==> config.mk <==
export PLATFORM = sky130hd
export DESIGN_NAME = output_mismatch_monitor
export DESIGN_NICKNAME = d
export VERILOG_FILES = /design/src/rtl/mon_pkg.sv /design/src/rtl/output_mismatch_monitor_sat_counter.sv /design/src/rtl/output_mismatch_monitor.sv
export SDC_FILE = /design/constraint.sdc
export NUM_CORES = 1
export LEC_CHECK = 0
export BUFFER_PORTS_ARGS = -buffer_cell sky130_fd_sc_hd__buf_2
export CAP_MARGIN = 20
export CORE_MARGIN = 2
export CORE_UTILIZATION = 50
export CTS_CLUSTER_DIAMETER = 50
export DETAILED_ROUTE_END_ITERATION = 7
export GPL_ROUTABILITY_DRIVEN = 0
export GPL_TIMING_DRIVEN = 0
export MAX_ROUTING_LAYER = met4
export PLACE_DENSITY = 0.84
export SLEW_MARGIN = 40
export SYNTH_ARGS = -nofsm -noshare
export SYNTH_HDL_FRONTEND = slang
export SYNTH_HIERARCHICAL = 1
export SYNTH_SLANG_ARGS = --single-unit
==> constraint.sdc <==
create_clock -name clk -period 2.5 [get_ports clk]
set_clock_uncertainty 0.15 [all_clocks]
set_input_delay 0.75 -clock clk [delete_from_list [all_inputs] [get_ports clk]]
set_output_delay 0.75 -clock clk [all_outputs]
set_load 0.1 [all_outputs]
==> src/rtl/mon_pkg.sv <==
// rtl/mon_pkg.sv - shared types and constants for the output mismatch monitor
// Contents:
//   mon_state_t  monitor FSM state encoding (IDLE=0, RUN=1, FAIL=2)
//   CONSEC_W     width of the internal consecutive-mismatch counter
//   sat_inc8     saturating increment at CONSEC_W bits
package mon_pkg;

   typedef enum logic [1:0] {
      MON_IDLE = 2'd0,
      MON_RUN  = 2'd1,
      MON_FAIL = 2'd2
   } mon_state_t;

   localparam int CONSEC_W = 8;

   // Value the consec counter will hold after one more mismatch.
   function automatic logic [CONSEC_W-1:0] sat_inc8(input logic [CONSEC_W-1:0] v);
      return (v == {CONSEC_W{1'b1}}) ? v : v + CONSEC_W'(1);
   endfunction

endpackage

==> src/rtl/output_mismatch_monitor_sat_counter.sv <==
// rtl/output_mismatch_monitor_sat_counter.sv - saturating up-counter with synchronous clear
// Ports:
//   clk  in   rising-edge clock
//   rst  in   synchronous active-high reset
//   clr  in   synchronous clear to zero
//   inc  in   increment by one; ignored once q is all-ones
//   q    out  count value
module sat_counter #(
   parameter int W = 8
) (
   input  logic         clk,
   input  logic         rst,
   input  logic         clr,
   input  logic         inc,
   output logic [W-1:0] q
);

   always_ff @(posedge clk) begin
      if (rst || clr) begin
         q <= '0;
      end else if (inc && (q != {W{1'b1}})) begin
         q <= q + W'(1);
      end
   end

endmodule

==> src/rtl/output_mismatch_monitor.sv <==
// rtl/output_mismatch_monitor.sv - run-time o1/o2 equivalence monitor with sticky fail
// Ports:
//   clk             in   rising-edge clock
//   rst             in   synchronous active-high reset
//   en              in   run enable (level)
//   clr             in   synchronous clear of state and all counters
//   o1_i, o2_i      in   the two upstream outputs being compared
//   busy            out  state is RUN
//   fail            out  state is FAIL (sticky until clr/rst)
//   mism_cnt        out  mismatching samples since last start (saturating)
//   cycle_cnt       out  samples taken since last start (saturating)
//   first_fail_cyc  out  cycle_cnt value after the sample that caused FAIL
//   state_o         out  encoded state
module output_mismatch_monitor
   import mon_pkg::*;
#(
   parameter int CNT_W      = 16,
   parameter int FAIL_LIMIT = 1
) (
   input  logic             clk,
   input  logic             rst,
   input  logic             en,
   input  logic             clr,
   input  logic             o1_i,
   input  logic             o2_i,
   output logic             busy,
   output logic             fail,
   output logic [CNT_W-1:0] mism_cnt,
   output logic [CNT_W-1:0] cycle_cnt,
   output logic [CNT_W-1:0] first_fail_cyc,
   output logic [1:0]       state_o
);

   mon_state_t          state;
   mon_state_t          state_nxt;
   logic [CONSEC_W-1:0] consec;
   logic [CONSEC_W-1:0] consec_next;
   logic [CNT_W-1:0]    cycle_next;
   logic                mismatch;
   logic                start;
   logic                sample;
   logic                fail_hit;
   logic                cnt_clr;
   logic                consec_clr;

   assign mismatch = o1_i ^ o2_i;

   // clr overrides en, so neither a start nor a sample happens on a clr edge.
   assign start  = (state == MON_IDLE) && en && !clr;
   assign sample = (state == MON_RUN)  && en && !clr;

   // Post-increment values, used for the FAIL decision and the capture.
   assign consec_next = sat_inc8(consec);
   assign cycle_next  = (cycle_cnt == {CNT_W{1'b1}}) ? cycle_cnt : cycle_cnt + CNT_W'(1);

   // A failing sample only counts when en is high; en=0 on that edge wins.
   assign fail_hit = sample && mismatch && (consec_next == CONSEC_W'(FAIL_LIMIT));

   assign cnt_clr    = clr || start;
   assign consec_clr = clr || start || (sample && !mismatch);

   sat_counter #(.W(CNT_W)) u_cycle_cnt (
      .clk (clk),
      .rst (rst),
      .clr (cnt_clr),
      .inc (sample),
      .q   (cycle_cnt)
   );

   sat_counter #(.W(CNT_W)) u_mism_cnt (
      .clk (clk),
      .rst (rst),
      .clr (cnt_clr),
      .inc (sample && mismatch),
      .q   (mism_cnt)
   );

   sat_counter #(.W(CONSEC_W)) u_consec (
      .clk (clk),
      .rst (rst),
      .clr (consec_clr),
      .inc (sample && mismatch),
      .q   (consec)
   );

   always_ff @(posedge clk) begin
      if (rst || cnt_clr) begin
         first_fail_cyc <= '0;
      end else if (fail_hit) begin
         first_fail_cyc <= cycle_next;
      end
   end

   // FSM: state register
   always_ff @(posedge clk) begin
      if (rst) begin
         state <= MON_IDLE;
      end else begin
         state <= state_nxt;
      end
   end

   // FSM: next state
   always_comb begin
      state_nxt = state;
      if (clr) begin
         state_nxt = MON_IDLE;
      end else begin
         case (state)
            MON_IDLE: if (en) state_nxt = MON_RUN;
            MON_RUN: begin
               if (!en) begin
                  state_nxt = MON_IDLE;
               end else if (fail_hit) begin
                  state_nxt = MON_FAIL;
               end
            end
            MON_FAIL: state_nxt = MON_FAIL;
            default:  state_nxt = MON_IDLE;
         endcase
      end
   end

   // FSM: outputs decoded from the state register
   always_comb begin
      busy    = (state == MON_RUN);
      fail    = (state == MON_FAIL);
      state_o = state;
   end

endmodule

# ---- Word level (Yosys, flattened, before mapping)
# Cells that the tools add are included.
dict set report classes {
  addsub 3
  bitwise_logic 1
  n_mux 6
  n_reduce_logical 19
  n_eq_ne 10
}
# cell count
set op_table {}
lappend op_table {{$add A16 B1 Y16 const B} 2}
lappend op_table {{$ne A16 B16 Y1 const B} 2}
lappend op_table {{$eq A16 B16 Y1 const B} 1}
lappend op_table {{$mux W16} 1}
lappend op_table {{$logic_and A1 B1 Y1} 10}
lappend op_table {{$add A8 B1 Y8 const B} 1}
lappend op_table {{$eq A8 B1 Y1 const B} 1}
lappend op_table {{$eq A8 B8 Y1 const B} 1}
lappend op_table {{$mux W8} 1}
lappend op_table {{$ne A8 B8 Y1 const B} 1}
lappend op_table {{$mux W2} 3}
lappend op_table {{$pmux W2 S3} 1}
lappend op_table {{$logic_or A1 B1 Y1} 4}
lappend op_table {{$ne A3 B2 Y1 const B} 1}
lappend op_table {{$eq A2 B1 Y1 const B} 1}
lappend op_table {{$eq A2 B2 Y1 const B} 1}
lappend op_table {{$logic_not A1 Y1} 2}
lappend op_table {{$logic_not A2 Y1} 1}
lappend op_table {{$ne A2 B2 Y1 const B} 1}
lappend op_table {{$reduce_and A2 Y1} 1}
lappend op_table {{$reduce_or A2 Y1} 1}
lappend op_table {{$xor A1 B1 Y1} 1}
dict set report totals {
  reg_bits 58
  in_bits 6
  wordCells 44
}

# ---- Logic depth before layout (Yosys ltp)
dict set report depth {
  depth_word 8
  mapped_depth 6
}

# ---- Cells and area by module
# The synthesis kept the hierarchy.
# module seq_area_each_um2 area_per_inst_um2 n_inst cells_per_inst
set modules_own_cells {}
lappend modules_own_cells {{sat_counter (u_cycle_cnt ...)} 320.3 847.1 2 95}
lappend modules_own_cells {output_mismatch_monitor 360.3 1046.0 1 128}
lappend modules_own_cells {{sat_counter (u_consec)} 160.2 421.7 1 48}

# ---- Worst setup path after synthesis
# OpenSTA, ideal clock, no wires.
dict set report synth_path {
  path_kind {register -> output}
  startpoint {register state[0], in the netlist state_o[0]}
  endpoint {output busy}
  arrival_ns 2.463
  t_required_ns 1.600
  path_slack_ns -0.863
  stages_incl_launch_ff 2
  path_buffers 0
  cell_sequence {dfxtp_1 -> nor2b_1}
}
dict set report synth_between {
  elab_chain_cells 1
}
# item line_no
set synth_lines {}
lappend synth_lines {{start: declaration} output_mismatch_monitor.sv:34} ;# mon_state_t state;
lappend synth_lines {{start signal: assignment} output_mismatch_monitor.sv:99} ;# state <= state_nxt;
lappend synth_lines {{$eq A2 B1 Y1} output_mismatch_monitor.sv:126} ;# busy = (state == MON_RUN);
lappend synth_lines {{end: declaration} output_mismatch_monitor.sv:26} ;# output logic busy,
# Every way passes these cells.

# ---- Worst setup path in the final report
dict set report layout_path {
  startpoint {input clr}
  endpoint {register u_mism_cnt.q[14]}
}
dict set report layout_between {
  elab_chain_cells 4
  word_cells_on_any_way 7
  cone_classes {reduce/logical (7)}
}
# item line_no
set layout_lines {}
lappend layout_lines {{start: declaration} output_mismatch_monitor.sv:23} ;# input logic clr,
lappend layout_lines {{$logic_not A1 Y1} output_mismatch_monitor.sv:50} ;# assign sample = (state == MON_RUN) && en && !clr;
lappend layout_lines {{$logic_and A1 B1 Y1} output_mismatch_monitor.sv:50}
lappend layout_lines {{named net sample} output_mismatch_monitor.sv:41} ;# logic sample;
lappend layout_lines {{$logic_and A1 B1 Y1} output_mismatch_monitor.sv:74} ;# .inc (sample && mismatch),
lappend layout_lines {{$logic_and A1 B1 Y1} output_mismatch_monitor_sat_counter.sv:21} ;# end else if (inc && (q != {W{1'b1}})) begin
lappend layout_lines {{end signal: assignment} output_mismatch_monitor_sat_counter.sv:22} ;# q <= q + W'(1);
lappend layout_lines {{end: declaration} output_mismatch_monitor_sat_counter.sv:15} ;# output logic [W-1:0] q
# The timed path passes the listed nets, and every way through them passes these cells.
# A chain may end at the register's enable or synchronous reset.

==> impl_metrics.yaml <==
route:
  num_vias: 3176
  via_per_inst: 6.17
  ant_nets: 0
  drc: 0
  drt_iter0_drc: 136
  wl_um: 8050
  wl_per_cell_um: 15.6
  drt_pass1_iterations: 4
sta:
  finalWorstSetupSlack_ns: 0.0737
  finalSetupViolations: 0
  worst_pin_slew_ns: 0.628
  tns_ns: 0
  relSlewSlack: 0.578
  maxSlewViolCount: 0
  min_period_over_period: 0.971
  fmax_mhz: 412
  rsz0062_at_grt: "no"
  hold_viol: 0
  period_needed_ns: 2.43
clock_network:
  cts_tree: "built"
  path_clk_slew_ns: 0.06
  clock_sinks: 58
  cts.htree.levels: 3
  cts_inserted_buffers: 9
  cts-root-buf: "clkbuf_8"
  clockBufferDepth: 2
  ctsHoldBuffers: 0
  clock_latency_ns: 0.34
synthesis:
  async_flop_share: 0
  ys_ff_latch: 58
  syn_area_sq_um: 3160
  ys_warn_count: 6
  synth_common_cells: "dfxtp_1 (58), a21oi_1 (36), nand2_1 (29)"
  synth_flop_cell: "dfxtp_1"
  yosysTopAreaCellShare: 0.367
  yosysSeqAreaShare: 0.367
  synth_edf_count: 0
  syn-instance-count: 366
  avgSynthCellArea_sq_um: 8.64
  synthTopCellsByArea: "dfxtp_1 (37%), a21oi_1 (5.7%), o21ai_0 (4.0%), nand2_1 (3.4%), nand3_1 (3.3%)"
  synth.distinct_cells: 52
  synth_fp_nets: 376
  synth_most_common_cell: "dfxtp_1"
  synth_area_leader_cell: "dfxtp_1"
floorplan:
  core_area_sq_um: 6030
  die_h_um: 83.5
  start_util: 0.525
  rows: 28
  dieArea_sq_um: 6980
  io_pins: 58
  die_x_um: 83.5
setup_path:
  crit_slowest_cell: "and4bb_4"
  cp_max_fo: 12
  required_ns: 2.56
  crit_chain: "buf_2 -> and4bb_4 -> and2_4 -> nand4_1 -> a41o_1 -> buf_4 -> o21ai_0 -> a21oi_1"
  critPathKind: "in2reg"
  crit_path_max_incr_delay_ns: 0.37
  critPathCaptureType: "flip-flop"
  start_kind: "input pin"
  worstPathArrival_ns: 2.49
finish:
  n_antenna_cell: 0
  drive_above_1_share: 0.277
  nNetsFinal: 445
  fillers: 511
  syn_to_final_growth_pct: 20.0
global_routing:
  grt_max_degree: 13
  grt_pass1_wl_um: 13100
  grt_antenna_before_repair: 0
  grt_pass1_vias: 2872
  grt_usage: 0.233
  grt-ovfl-total: 0
placement:
  preCtsSetupSlack_ns: -0.308
  dp_hpwl_um: 5700
  numPortBuffers: 57
power:
  p_per_area_nw_per_um2: 491
  vdd_drop_max_v: 0.000337
  p_leak_nw: 1.53
worst_hold_path:
  hp-class: "reg2reg"
run:
  cap_violations: 0
run_status:
  status: "finished, final reports clean"
-- cell type report --
| cell class | instances | area, sq um | area share |
|---|---|---|---|
| Timing Repair Buffer | 58 | 293 | 0.0772 |
| Tap cell | 75 | 93.8 | 0.0247 |
| Clock inverter | 2 | 35.0 | 0.00923 |
| Inverter | 5 | 18.8 | 0.00495 |
| Clock buffer | 14 | 163 | 0.0429 |
| Sequential cell | 58 | 1180 | 0.312 |
| Multi-Input combinational cell | 293 | 1960 | 0.518 |
| Buffer | 10 | 43.8 | 0.0115 |
-- critical path: cells and delay by family --
| kind | cells | cell delay (ns) |
|---|---|---|
| AOI/OAI and AO/OA | 3 | 0.65 |
| and+or+nand+nor | 3 | 0.80 |
| buffers and inverters | 2 | 0.27 |
-- flip-flops by register name, summed over array words and instances (netlist names) --
name,count
u_consec/q,8
u_mism_cnt/q,16
first_fail_cyc,16
u_cycle_cnt/q,16
state_o,2
-- metal layers --
metal,part of all wire,vias to the layer above,track usage
met4,0.019,0,0.101
li1,-,1556,-
met5,0,-,-
met2,0.49,108,0.389
met1,0.42,1497,0.264
met3,0.062,15,0.0633
-- where the power goes --
part	switching, W	internal (W)	leakage, nW
Combinational	0.0000471	0.0000166	0.952
Clock	0.000359	0.000514	0.101
Sequential	0.00000224	0.000925	0.476
Total	0.000409	0.00146	1.53
-- through the flow --
| stage | power, W | hold slack [ns] | std cells | utilization | area, sq um |
|---|---|---|---|---|---|
| 2_1_floorplan | 0.000992 | 0.310 | 366 | - | 3210 |
| 3_3_place_gp | 0.00101 | 0.286 | 498 | 0.595 | 3590 |
| 3_5_place_dp | 0.00101 | 0.305 | 498 | 0.595 | 3590 |
| 4_1_cts | 0.00188 | 0.313 | 514 | 0.628 | 3780 |
| 5_1_grt | 0.00192 | 0.331 | 515 | 0.630 | 3790 |
| 6_report | 0.00186 | 0.311 | 515 | 0.630 | 3790 |
-- path summary, 6_finish.rpt --
kind                                         start            endpoint  slack, ns  cells after the start
worst max-delay path                           clr    u_mism_cnt/q[14]       0.07                      8
worst min-delay path            first_fail_cyc[10]  first_fail_cyc[10]       0.31                      2
worst max register to register          state_o[1]    u_mism_cnt/q[14]       0.23                      7
worst min register to register  first_fail_cyc[10]  first_fail_cyc[10]       0.31                      2
-- cells by family after synthesis --
family / Yosys count / synth area share
adders and majority gates: 4 / 0.0158
xor gates and xnor gates: 17 / 0.0471
and+or+nand+nor: 167 / 0.331
buffers and inverters: 15 / 0.0198
DFF: 58 / 0.367
AOI/OAI and AO/OA: 98 / 0.197
muxes: 7 / 0.0226
-- cell usage in the layout (no fill, tap or decap), types with 5 or more instances in the layout --
master	synthesis	layout
buf_2	3	60
dfxtp_1	58	42
a21oi_1	36	36
nand2_1	29	29
nor2_1	25	25
o21ai_0	25	25
nand3_1	21	21
dfxtp_2	0	15
nand4_1	14	14
or3_1	14	14
xnor2_1	11	11
clkbuf_8	0	11
and4_1	9	9
clkbuf_1	5	8
a41o_1	8	8
o31ai_1	7	7
or4_1	7	7
xor2_1	6	6
nor4_1	6	6
mux2i_1	6	6
nor3_1	6	6
a31oi_1	6	6
inv_1	5	5
and2_1	6	5
-- timing repair --
| action | CTS | global route |
|---|---|---|
| endpoints found under the setup margin | 0 | 2 |
| hold endpoints to repair | 0 | 0 |
| resized for setup | 0 | 1 |
| setup buffers | 0 | 1 |
Power figures use the tool's default switching activity.
